<file path="config.mk">
export PLATFORM = sky130hd
export DESIGN_NAME = lsu_dmem_master_flat
export DESIGN_NICKNAME = d
export VERILOG_FILES = /design/src/rtl/lsu_dmem_master_if.sv /design/src/rtl/lsu_dmem_master.sv /design/src/flat_wrapper.sv
export SDC_FILE = /design/constraint.sdc
export NUM_CORES = 1
export LEC_CHECK = 0
export CORE_MARGIN = 5
export CORE_UTILIZATION = 48
export CTS_CLUSTER_DIAMETER = 30
export CTS_CLUSTER_SIZE = 14
export DETAILED_ROUTE_END_ITERATION = 6
export PLACE_DENSITY = 0.88
export SYNTH_ARGS = -nofsm -noshare
export SYNTH_HDL_FRONTEND = slang
export SYNTH_SLANG_ARGS = --single-unit
export TNS_END_PERCENT = 30
</file>
<file path="constraint.sdc">
create_clock -name i_clk -period 3.7 [get_ports i_clk]
set_clock_uncertainty 0.2 [all_clocks]
set_input_delay 0.37 -clock i_clk [delete_from_list [all_inputs] [get_ports i_clk]]
set_output_delay 0.37 -clock i_clk [all_outputs]
set_load 0.005 [all_outputs]
</file>
<file path="src/rtl/lsu_dmem_master_if.sv">
// Core request/response channel and word-wide data-memory port of the load/store unit.
// The master modport is the unit; the slave modport is the core plus the data memory.
interface lsu_dmem_master_if;
   logic        req_vld;
   logic        req_rdy;
   logic        req_write;
   logic [2:0]  funct3;
   logic [31:0] addr;
   logic [31:0] store_dat;

   logic        resp_vld;
   logic [31:0] load_dat;
   logic        exc_misaligned;
   logic        exc_access;
   logic        exc_illegal;

   logic        mem_read;
   logic        mem_write;
   logic [31:0] mem_addr;
   logic [2:0]  mem_funct3;
   logic [31:0] mem_wr_dat;
   logic [31:0] mem_rd_dat;

   modport master (
      input  req_vld, req_write, funct3, addr, store_dat, mem_rd_dat,
      output req_rdy, resp_vld, load_dat, exc_misaligned, exc_access, exc_illegal,
             mem_read, mem_write, mem_addr, mem_funct3, mem_wr_dat
   );

   modport slave (
      output req_vld, req_write, funct3, addr, store_dat, mem_rd_dat,
      input  req_rdy, resp_vld, load_dat, exc_misaligned, exc_access, exc_illegal,
             mem_read, mem_write, mem_addr, mem_funct3, mem_wr_dat
   );
endinterface

</file>
<file path="src/rtl/lsu_dmem_master.sv">
// Load/store unit: one request at a time, word-only memory accesses, read-modify-write for SB/SH.
// Latency from accept: load/SW 2, SB/SH 3, fault 1; ready only in IDLE, response pulse has no backpressure.
module lsu_dmem_master #(
   parameter int MEM_SIZE_KB = 1
) (
   input  logic              i_clk,
   input  logic              i_rst,
   lsu_dmem_master_if.master bus
);
   localparam logic [31:0] MEM_BYTES = 32'(MEM_SIZE_KB) * 32'd1024;

   typedef enum logic [2:0] {
      IDLE,
      LOAD,
      RMW_RD,
      WRITE,
      RESP
   } state_t;

   state_t      state;
   state_t      state_d;

   logic [2:0]  funct3_q;
   logic [31:0] addr_q;
   logic [31:0] store_q;
   logic [31:0] rdat_q;
   logic [31:0] load_q;
   logic        exc_illegal_q;
   logic        exc_misaligned_q;
   logic        exc_access_q;

   logic        accept;
   logic        f3_illegal;
   logic        misaligned;
   logic        out_of_range;
   logic        fault;
   logic [7:0]  byte_lane;
   logic [15:0] half_lane;
   logic [31:0] load_ext;
   logic [31:0] merged;

   assign accept = (state == IDLE) && bus.req_vld && !i_rst;

   // Fault checks are one-hot: an illegal code masks alignment, alignment masks range.
   always_comb begin
      f3_illegal = 1'b1;
      case (bus.funct3)
         3'b000, 3'b001, 3'b010: f3_illegal = 1'b0;
         3'b100, 3'b101:         f3_illegal = bus.req_write;
         default:                f3_illegal = 1'b1;
      endcase
      misaligned = !f3_illegal &&
                   (((bus.funct3[1:0] == 2'b01) && bus.addr[0]) ||
                    ((bus.funct3[1:0] == 2'b10) && (bus.addr[1:0] != 2'b00)));
      out_of_range = !f3_illegal && !misaligned && (bus.addr >= MEM_BYTES);
      fault = f3_illegal || misaligned || out_of_range;
   end

   always_comb begin
      byte_lane = 8'h00;
      case (addr_q[1:0])
         2'b00:   byte_lane = bus.mem_rd_dat[7:0];
         2'b01:   byte_lane = bus.mem_rd_dat[15:8];
         2'b10:   byte_lane = bus.mem_rd_dat[23:16];
         default: byte_lane = bus.mem_rd_dat[31:24];
      endcase
      half_lane = addr_q[1] ? bus.mem_rd_dat[31:16] : bus.mem_rd_dat[15:0];
      load_ext = bus.mem_rd_dat;
      case (funct3_q)
         3'b000:  load_ext = {{24{byte_lane[7]}}, byte_lane};
         3'b001:  load_ext = {{16{half_lane[15]}}, half_lane};
         3'b100:  load_ext = {24'h000000, byte_lane};
         3'b101:  load_ext = {16'h0000, half_lane};
         default: load_ext = bus.mem_rd_dat;
      endcase
   end

   always_comb begin
      merged = rdat_q;
      case (funct3_q[1:0])
         2'b00:   merged[{addr_q[1:0], 3'b000} +: 8]  = store_q[7:0];
         2'b01:   merged[{addr_q[1], 4'b0000} +: 16]  = store_q[15:0];
         default: merged = store_q;
      endcase
   end

   always_ff @(posedge i_clk) begin
      if (i_rst) begin
         state <= IDLE;
      end else begin
         state <= state_d;
      end
   end

   always_comb begin
      state_d            = state;
      bus.req_rdy        = 1'b0;
      bus.resp_vld       = 1'b0;
      bus.load_dat       = 32'h0;
      bus.exc_illegal    = 1'b0;
      bus.exc_misaligned = 1'b0;
      bus.exc_access     = 1'b0;
      bus.mem_read       = 1'b0;
      bus.mem_write      = 1'b0;
      bus.mem_addr       = 32'h0;
      bus.mem_wr_dat     = 32'h0;
      bus.mem_funct3     = 3'b010;

      case (state)
         IDLE: begin
            if (accept) begin
               if (fault) begin
                  state_d = RESP;
               end else if (!bus.req_write) begin
                  state_d = LOAD;
               end else if (bus.funct3[1:0] == 2'b10) begin
                  state_d = WRITE;
               end else begin
                  state_d = RMW_RD;
               end
            end
         end
         LOAD:    state_d = RESP;
         RMW_RD:  state_d = WRITE;
         WRITE:   state_d = RESP;
         RESP:    state_d = IDLE;
         default: state_d = IDLE;
      endcase

      // Reset overrides every output so a store caught mid-flight never reaches memory.
      if (!i_rst) begin
         bus.mem_addr = {addr_q[31:2], 2'b00};
         case (state)
            IDLE:         bus.req_rdy = 1'b1;
            LOAD, RMW_RD: bus.mem_read = 1'b1;
            WRITE: begin
               bus.mem_write  = 1'b1;
               bus.mem_wr_dat = merged;
            end
            RESP: begin
               bus.resp_vld       = 1'b1;
               bus.load_dat       = load_q;
               bus.exc_illegal    = exc_illegal_q;
               bus.exc_misaligned = exc_misaligned_q;
               bus.exc_access     = exc_access_q;
            end
            default: ;
         endcase
      end
   end

   always_ff @(posedge i_clk) begin
      if (i_rst) begin
         funct3_q         <= 3'b000;
         addr_q           <= 32'h0;
         store_q          <= 32'h0;
         rdat_q           <= 32'h0;
         load_q           <= 32'h0;
         exc_illegal_q    <= 1'b0;
         exc_misaligned_q <= 1'b0;
         exc_access_q     <= 1'b0;
      end else begin
         if (accept) begin
            funct3_q         <= bus.funct3;
            addr_q           <= bus.addr;
            store_q          <= bus.store_dat;
            load_q           <= 32'h0;
            exc_illegal_q    <= f3_illegal;
            exc_misaligned_q <= misaligned;
            exc_access_q     <= out_of_range;
         end
         if (state == LOAD) begin
            load_q <= load_ext;
         end
         if (state == RMW_RD) begin
            rdat_q <= bus.mem_rd_dat;
         end
      end
   end
endmodule

</file>
<file path="src/flat_wrapper.sv">
// flat-port wrapper written by rule: the top's interface ports become plain ports
module lsu_dmem_master_flat 
#(
   parameter int MEM_SIZE_KB = 1
)
  (i_clk, i_rst, bus_req_vld, bus_req_write, bus_funct3, bus_addr, bus_store_dat, bus_mem_rd_dat, bus_req_rdy, bus_resp_vld, bus_load_dat, bus_exc_misaligned, bus_exc_access, bus_exc_illegal, bus_mem_read, bus_mem_write, bus_mem_addr, bus_mem_funct3, bus_mem_wr_dat);
  lsu_dmem_master_if bus_i ();
  input  logic i_clk;
  input  logic i_rst;
  input wire logic [$bits(bus_i.req_vld)-1:0] bus_req_vld;
  input wire logic [$bits(bus_i.req_write)-1:0] bus_req_write;
  input wire logic [$bits(bus_i.funct3)-1:0] bus_funct3;
  input wire logic [$bits(bus_i.addr)-1:0] bus_addr;
  input wire logic [$bits(bus_i.store_dat)-1:0] bus_store_dat;
  input wire logic [$bits(bus_i.mem_rd_dat)-1:0] bus_mem_rd_dat;
  output wire logic [$bits(bus_i.req_rdy)-1:0] bus_req_rdy;
  output wire logic [$bits(bus_i.resp_vld)-1:0] bus_resp_vld;
  output wire logic [$bits(bus_i.load_dat)-1:0] bus_load_dat;
  output wire logic [$bits(bus_i.exc_misaligned)-1:0] bus_exc_misaligned;
  output wire logic [$bits(bus_i.exc_access)-1:0] bus_exc_access;
  output wire logic [$bits(bus_i.exc_illegal)-1:0] bus_exc_illegal;
  output wire logic [$bits(bus_i.mem_read)-1:0] bus_mem_read;
  output wire logic [$bits(bus_i.mem_write)-1:0] bus_mem_write;
  output wire logic [$bits(bus_i.mem_addr)-1:0] bus_mem_addr;
  output wire logic [$bits(bus_i.mem_funct3)-1:0] bus_mem_funct3;
  output wire logic [$bits(bus_i.mem_wr_dat)-1:0] bus_mem_wr_dat;
  assign bus_i.req_vld = bus_req_vld;
  assign bus_i.req_write = bus_req_write;
  assign bus_i.funct3 = bus_funct3;
  assign bus_i.addr = bus_addr;
  assign bus_i.store_dat = bus_store_dat;
  assign bus_i.mem_rd_dat = bus_mem_rd_dat;
  assign bus_req_rdy = bus_i.req_rdy;
  assign bus_resp_vld = bus_i.resp_vld;
  assign bus_load_dat = bus_i.load_dat;
  assign bus_exc_misaligned = bus_i.exc_misaligned;
  assign bus_exc_access = bus_i.exc_access;
  assign bus_exc_illegal = bus_i.exc_illegal;
  assign bus_mem_read = bus_i.mem_read;
  assign bus_mem_write = bus_i.mem_write;
  assign bus_mem_addr = bus_i.mem_addr;
  assign bus_mem_funct3 = bus_i.mem_funct3;
  assign bus_mem_wr_dat = bus_i.mem_wr_dat;
  lsu_dmem_master #(.MEM_SIZE_KB(MEM_SIZE_KB)) u_core (.i_clk(i_clk), .i_rst(i_rst), .bus(bus_i));
endmodule
</file>
# After elaboration in Yosys (flattened, before gate mapping)
# Cells that the tools add are included.
[word_totals]
ff_bits = 137
inputBits = 103
[classes]
n_addsub = 2
n_lt_le_gt_ge = 1
n_eq_ne = 17
shifts = 4
mux = 33
reduce_logical = 24
[ops]
columns = ["operator", "count"]
rows = [
  ["$mux W32", 7],
  ["$pmux W32 S4", 1],
  ["$bwmux W32", 2],
  ["$pmux W32 S2", 1],
  ["$ge A32 B11 Y1 const B", 1],
  ["$shift A16 B7 Y32 const A", 1],
  ["$shift A8 B7 Y32 const A", 1],
  ["$shiftx A16 B7 Y32", 1],
  ["$shiftx A8 B7 Y32", 1],
  ["$pmux W8 S3", 1],
  ["$mux W16", 1],
  ["$eq A3 B3 Y1 const B", 5],
  ["$mux W1", 15],
  ["$neg A5 Y7", 2],
  ["$eq A3 B1 Y1 const B", 3],
  ["$eq A3 B2 Y1 const B", 3],
  ["$logic_not A3 Y1", 3],
  ["$mux W3", 3],
  ["$pmux W3 S3", 1],
  ["$logic_and A1 B1 Y1", 7],
  ["$eq A2 B1 Y1 const B", 3],
  ["$reduce_or A2 Y1", 3],
  ["$eq A2 B2 Y1 const B", 2],
  ["$logic_not A2 Y1", 2],
  ["other kinds (6)", 11],
]

# Logic depth before layout (Yosys ltp)
# Gate-level depths: netlist of run 1.
[logic_depth]
ltp_word = 12
mapped_depth = 9
mapped_depth_nobuf = 6

# Worst setup path after synthesis of run 1
# No wires, ideal clock.
[synth_path]
path_type = "reg-to-output"
startpoint = "reg u_core.addr_q[1]"
endpoint = "out bus_mem_wr_dat[21]"
arrival_ps = 2246
t_required_ps = 3130
slack_ps = 884
stages_incl_launch_ff = 9
n_path_buf = 2
cell_sequence = "dfxtp_1 buf_2 clkinv_1 ha_1 nor4bb_1 clkbuf_1 a221oi_1 a211o_1 a21oi_1"
[synth_via]
elab_chain_cells = 6
[synth_lines]
columns = ["element", "line_no", "text"]
rows = [
  ["start: declaration", "lsu_dmem_master.sv:24", "logic [31:0] addr_q;"],
  ["start signal: assignment", "lsu_dmem_master.sv:165", "addr_q <= bus.addr;"],
  ["$neg A5 Y7 (on tied branches)", "lsu_dmem_master.sv:82, lsu_dmem_master.sv:81", ""],
  ["$shiftx A16 B7 Y32, or another cell as far along", "lsu_dmem_master.sv:82", "2'b01: merged[{addr_q[1], 4'b0000} +: 16] = store_q[15:0];"],
  ["$bwmux W32 (on tied branches)", "lsu_dmem_master.sv:82, lsu_dmem_master.sv:81", ""],
  ["$pmux W32 S2 (*)", "lsu_dmem_master.sv:80", "case (funct3_q[1:0])"],
  ["$mux W32 (*)", "lsu_dmem_master.sv:133", "case (state)"],
  ["$mux W32 (*)", "lsu_dmem_master.sv:131", "if (!i_rst) begin"],
  ["end: declaration", "flat_wrapper.sv:26", "output wire logic [$bits(bus_i.mem_wr_dat)-1:0] bus_mem_wr_dat;"],
]
# Every way passes the cells marked *; elsewhere a longest branch is shown, timed or not.

# Worst setup path in the final report of run 1
[layout_path]
startpoint = "reg u_core.addr_q[1]"
endpoint = "out bus_mem_wr_dat[31]"
# The elaborated chain is that of the path after synthesis.

==> impl_metrics.py, run 1 <==
metrics = {
    "grt": {
        "grt_start_max_net_pins": 88,
        "grt_pass1_vias": 6936,
        "grt_antenna_before_repair": 0,
        "grtUsageTotal_pct": 27.4,
        "grt_pass1_wl_mm": 36.5,
        "overflow": 0,
    },
    "floorplanning": {
        "core_area_sq_um": 14400,
        "die_x_microns": 131,
        "start_util_pct": 48.6,
        "num_rows": 44,
        "dieArea_sq_um": 17100,
        "die_h_microns": 131,
        "io_pins": 209,
    },
    "yosys": {
        "synthFlopType": "dfxtp_1",
        "synth-simple-area-share_pct": 21.3,
        "synth_edf_count": 0,
        "synth_top_family_by_area": "compound AO/OA/AOI/OAI gates",
        "yosys_warnings": 0,
        "synth_xor_area_share_pct": 0.125,
        "synthDistinctLibCells": 58,
        "ys_seq_elements": 137,
        "syn_area_sq_um": 7010,
        "ys_seq_area_share_pct": 39.1,
        "post_synth.cell_area_avg_sq_um": 8.21,
        "synth.area.mux_share_pct": 7.27,
        "syn-instance-count": 854,
        "synthArstFlopShare_pct": 0,
        "synth_compound_area_share_pct": 25.4,
        "synth_adder_area_share_pct": 1.07,
    },
    "drt": {
        "via_per_inst": 5.94,
        "dr.first_iter.drc_count": 917,
        "drc": 0,
        "vias": 7230,
        "drt_pass1_iterations": 6,
        "wl_per_cell_microns": 19.3,
        "drtAntennaViolNets": 0,
        "wirelength_mm": 23.5,
    },
    "final_layout": {
        "layout_commonest_cell": "clkdlybuf4s50_1",
        "final_cell_mix": "clkdlybuf4s50_1 (201), nand2_1 (175), dfxtp_1 (135)",
        "utilization_pct": 67.3,
        "area_delta_synth_final_pct": 38.5,
        "drive_gt1_share_pct": 9.19,
        "nNetsFinal": 1131,
        "antenna-diode-count": 0,
    },
    "setup_path": {
        "crit_fanout": 8,
        "cp_slowest_cell": "clkdlybuf4s50_1",
        "endpoint_kind": "primary output",
        "cp.required_ns": 3.13,
        "cp.arrival_ns": 2.99,
        "path_cells": "clkinvlp_4 -> ha_1 -> nor4bb_1 -> buf_4 -> a221oi_1 -> a211o_1 -> a21oi_1 -> clkdlybuf4s50_1",
        "rrSetupSlack_ns": 0.79,
        "crit_path_max_incr_delay_ns": 0.59,
        "worst-setup-path-type": "reg -> out",
        "startpoint_type": "flop",
    },
    "clock_network": {
        "cts_buffers": 17,
        "cts.htree.levels": 4,
        "cts_buffer_depth": 2,
        "cts.sinks": 137,
        "clk_pin_slew_ns": 0.06,
        "clockRootBuffer": "clkbuf_16",
        "cts_tree": "built",
        "worst_skew_pair.late_latency_ns": 0.43,
    },
    "sta": {
        "worst_slack_ns": 0.135,
        "setup_viol": 0,
        "timing.setup.tns_ns": 0,
        "fin_crit_sh_pct": 96.4,
        "final-max-slew-violation-count": 0,
        "hold_viol": 0,
        "rsz0062_at_grt": "false",
        "finalCriticalPeriod_ns": 3.56,
        "fmax_mhz": 281,
        "maxSlewHeadroom_pct": 24.7,
        "tightest_slew_ns": 1.13,
    },
    "placement": {
        "gp_congestion": 0.954,
        "pre_cts_ws_ns": 0.532,
        "port-buffer-count": 203,
        "dp_hpwl_mm": 16.9,
    },
    "power_and_ir_drop": {
        "powerDensity_nw_per_um2": 381,
        "leakagePower_nw": 3.38,
        "vdd_ir_drop_max_mv": 0.305,
    },
    "hold_path": {
        "min_path_type": "in -> reg",
    },
    "outcome": {
        "run_status": "completed",
    },
    "run": {
        "max_cap_violations": 0,
    },
}
-- stage by stage --
stage	hold WS [ns]	area [sq um]	cells	total power [mW]
2_1_floorplan	0.232	7020	857	1.86
3_3_place_gp	0.237	9120	1186	2.09
3_5_place_dp	0.250	9120	1186	2.10
4_1_cts	0.112	9680	1217	3.70
5_1_grt	0.150	9700	1218	3.82
6_report	0.119	9700	1218	3.70
-- where the power goes --
group / switching, mW / total [mW] / internal, mW
registers: 0.0515 / 1.58 / 1.53
logic: 0.254 / 0.507 / 0.253
clock network: 0.681 / 1.60 / 0.924
-- Yosys cell counts (2+ instances only) --
| library cell | count | area, sq um |
|---|---|---|
| a21o_1 | 2 | 15.0 |
| nand2b_1 | 19 | 119 |
| o31ai_1 | 7 | 52.6 |
| a221oi_1 | 17 | 149 |
| a2bb2o_1 | 7 | 70.1 |
| nor2_1 | 21 | 78.8 |
| and2_1 | 39 | 244 |
| a22o_1 | 27 | 236 |
| o22ai_1 | 2 | 12.5 |
| buf_4 | 5 | 37.5 |
| a32oi_1 | 7 | 61.3 |
| nand3_1 | 2 | 10.0 |
| buf_2 | 20 | 100 |
| nor2b_1 | 33 | 206 |
| a211o_1 | 16 | 140 |
| dfxtp_1 | 137 | 2740 |
| mux2_2 | 31 | 349 |
| o21a_1 | 7 | 52.6 |
| nor4_1 | 5 | 31.3 |
| a21oi_1 | 69 | 345 |
| inv_1 | 14 | 52.6 |
| nor3_1 | 3 | 15.0 |
| nor4bb_1 | 2 | 20.0 |
| a22oi_1 | 23 | 173 |
| clkinv_1 | 2 | 7.51 |
| o21ai_0 | 50 | 250 |
| ha_1 | 6 | 75.1 |
| a222oi_1 | 7 | 70.1 |
| conb_1 | 2 | 7.51 |
| a311oi_1 | 7 | 61.3 |
| mux2i_1 | 16 | 160 |
| buf_1 | 4 | 15.0 |
| nand2_1 | 175 | 657 |
| clkbuf_1 | 46 | 173 |
-- state kept, by name, indices dropped and copies added, names as in the netlist --
register	count
u_core.addr_q	32
u_core.exc_access_q	1
u_core.exc_illegal_q	1
u_core.exc_misaligned_q	1
u_core.funct3_q	3
u_core.load_q	32
u_core.rdat_q	32
u_core.state	3
u_core.store_q	32
-- worst max-delay path: cells and delay by family, from the launching register on --
family,cells,cell delay [ns]
fa+ha+maj,1,0.33
simple gates,1,0.32
buf+inv,3,0.97
compound gates,3,0.53
flops,1,0.42
-- final timing paths --
kind	from	end	cells past startpoint
setup reg to reg	u_core.addr_q[1]	u_core.load_q[28]	6
hold / removal	i_rst	u_core.state[2]	3
setup / recovery	u_core.addr_q[1]	bus_mem_wr_dat[31]	8
hold reg to reg	u_core.store_q[26]	u_core.store_q[26]	2
-- per-layer routing --
layer	track usage (%)	part of all wire (%)	vias up
met3	9.43	13	70
met1	36.1	41	3359
met2	41.8	44	442
li1	-	-	3359
met4	9.68	2.7	0
met5	0	0	-
-- what timing repair did --
item,4_1_cts,5_1_grt
hold buffers,0,0
gates resized for setup,0,8
endpoints found under the setup margin,0,24
buffers inserted,0,1
endpoints found under the hold margin,0,0
-- logic make-up (layout without fill, tap and decap cells) --
kind of cell / count (synthesis) / in the layout
simple gates: 311 / 311
mux: 47 / 47
buf+inv: 92 / 269
flops: 137 / 137
other cells: 2 / 5
fa+ha+maj: 6 / 6
xor+xnor: 1 / 1
compound gates: 258 / 258
-- layout make-up --
type                            instances  area [sq um]
Clock inverter                         14           126
Multi-Input combinational cell        628          3900
Sequential cell                       137          2750
Fill cell                            1152          4720
Tap cell                              184           230
Inverter                               16          63.8
Timing Repair Buffer                  222          2210
Clock buffer                           17           425
Note: power is estimated with default switching activity, not from simulation.
==> run 2, diff against run 1 <==
--- a/config.mk
+++ b/config.mk
@@ -8,7 +8,7 @@
 export CORE_MARGIN = 5
 export CORE_UTILIZATION = 48
 export CTS_CLUSTER_DIAMETER = 30
-export CTS_CLUSTER_SIZE = 14
+export CTS_CLUSTER_SIZE = 24
 export DETAILED_ROUTE_END_ITERATION = 6
 export PLACE_DENSITY = 0.88
 export SYNTH_ARGS = -nofsm -noshare
==> results of run 2 <==
No change in the layout: final DEF, timing and power equal those of run 1.
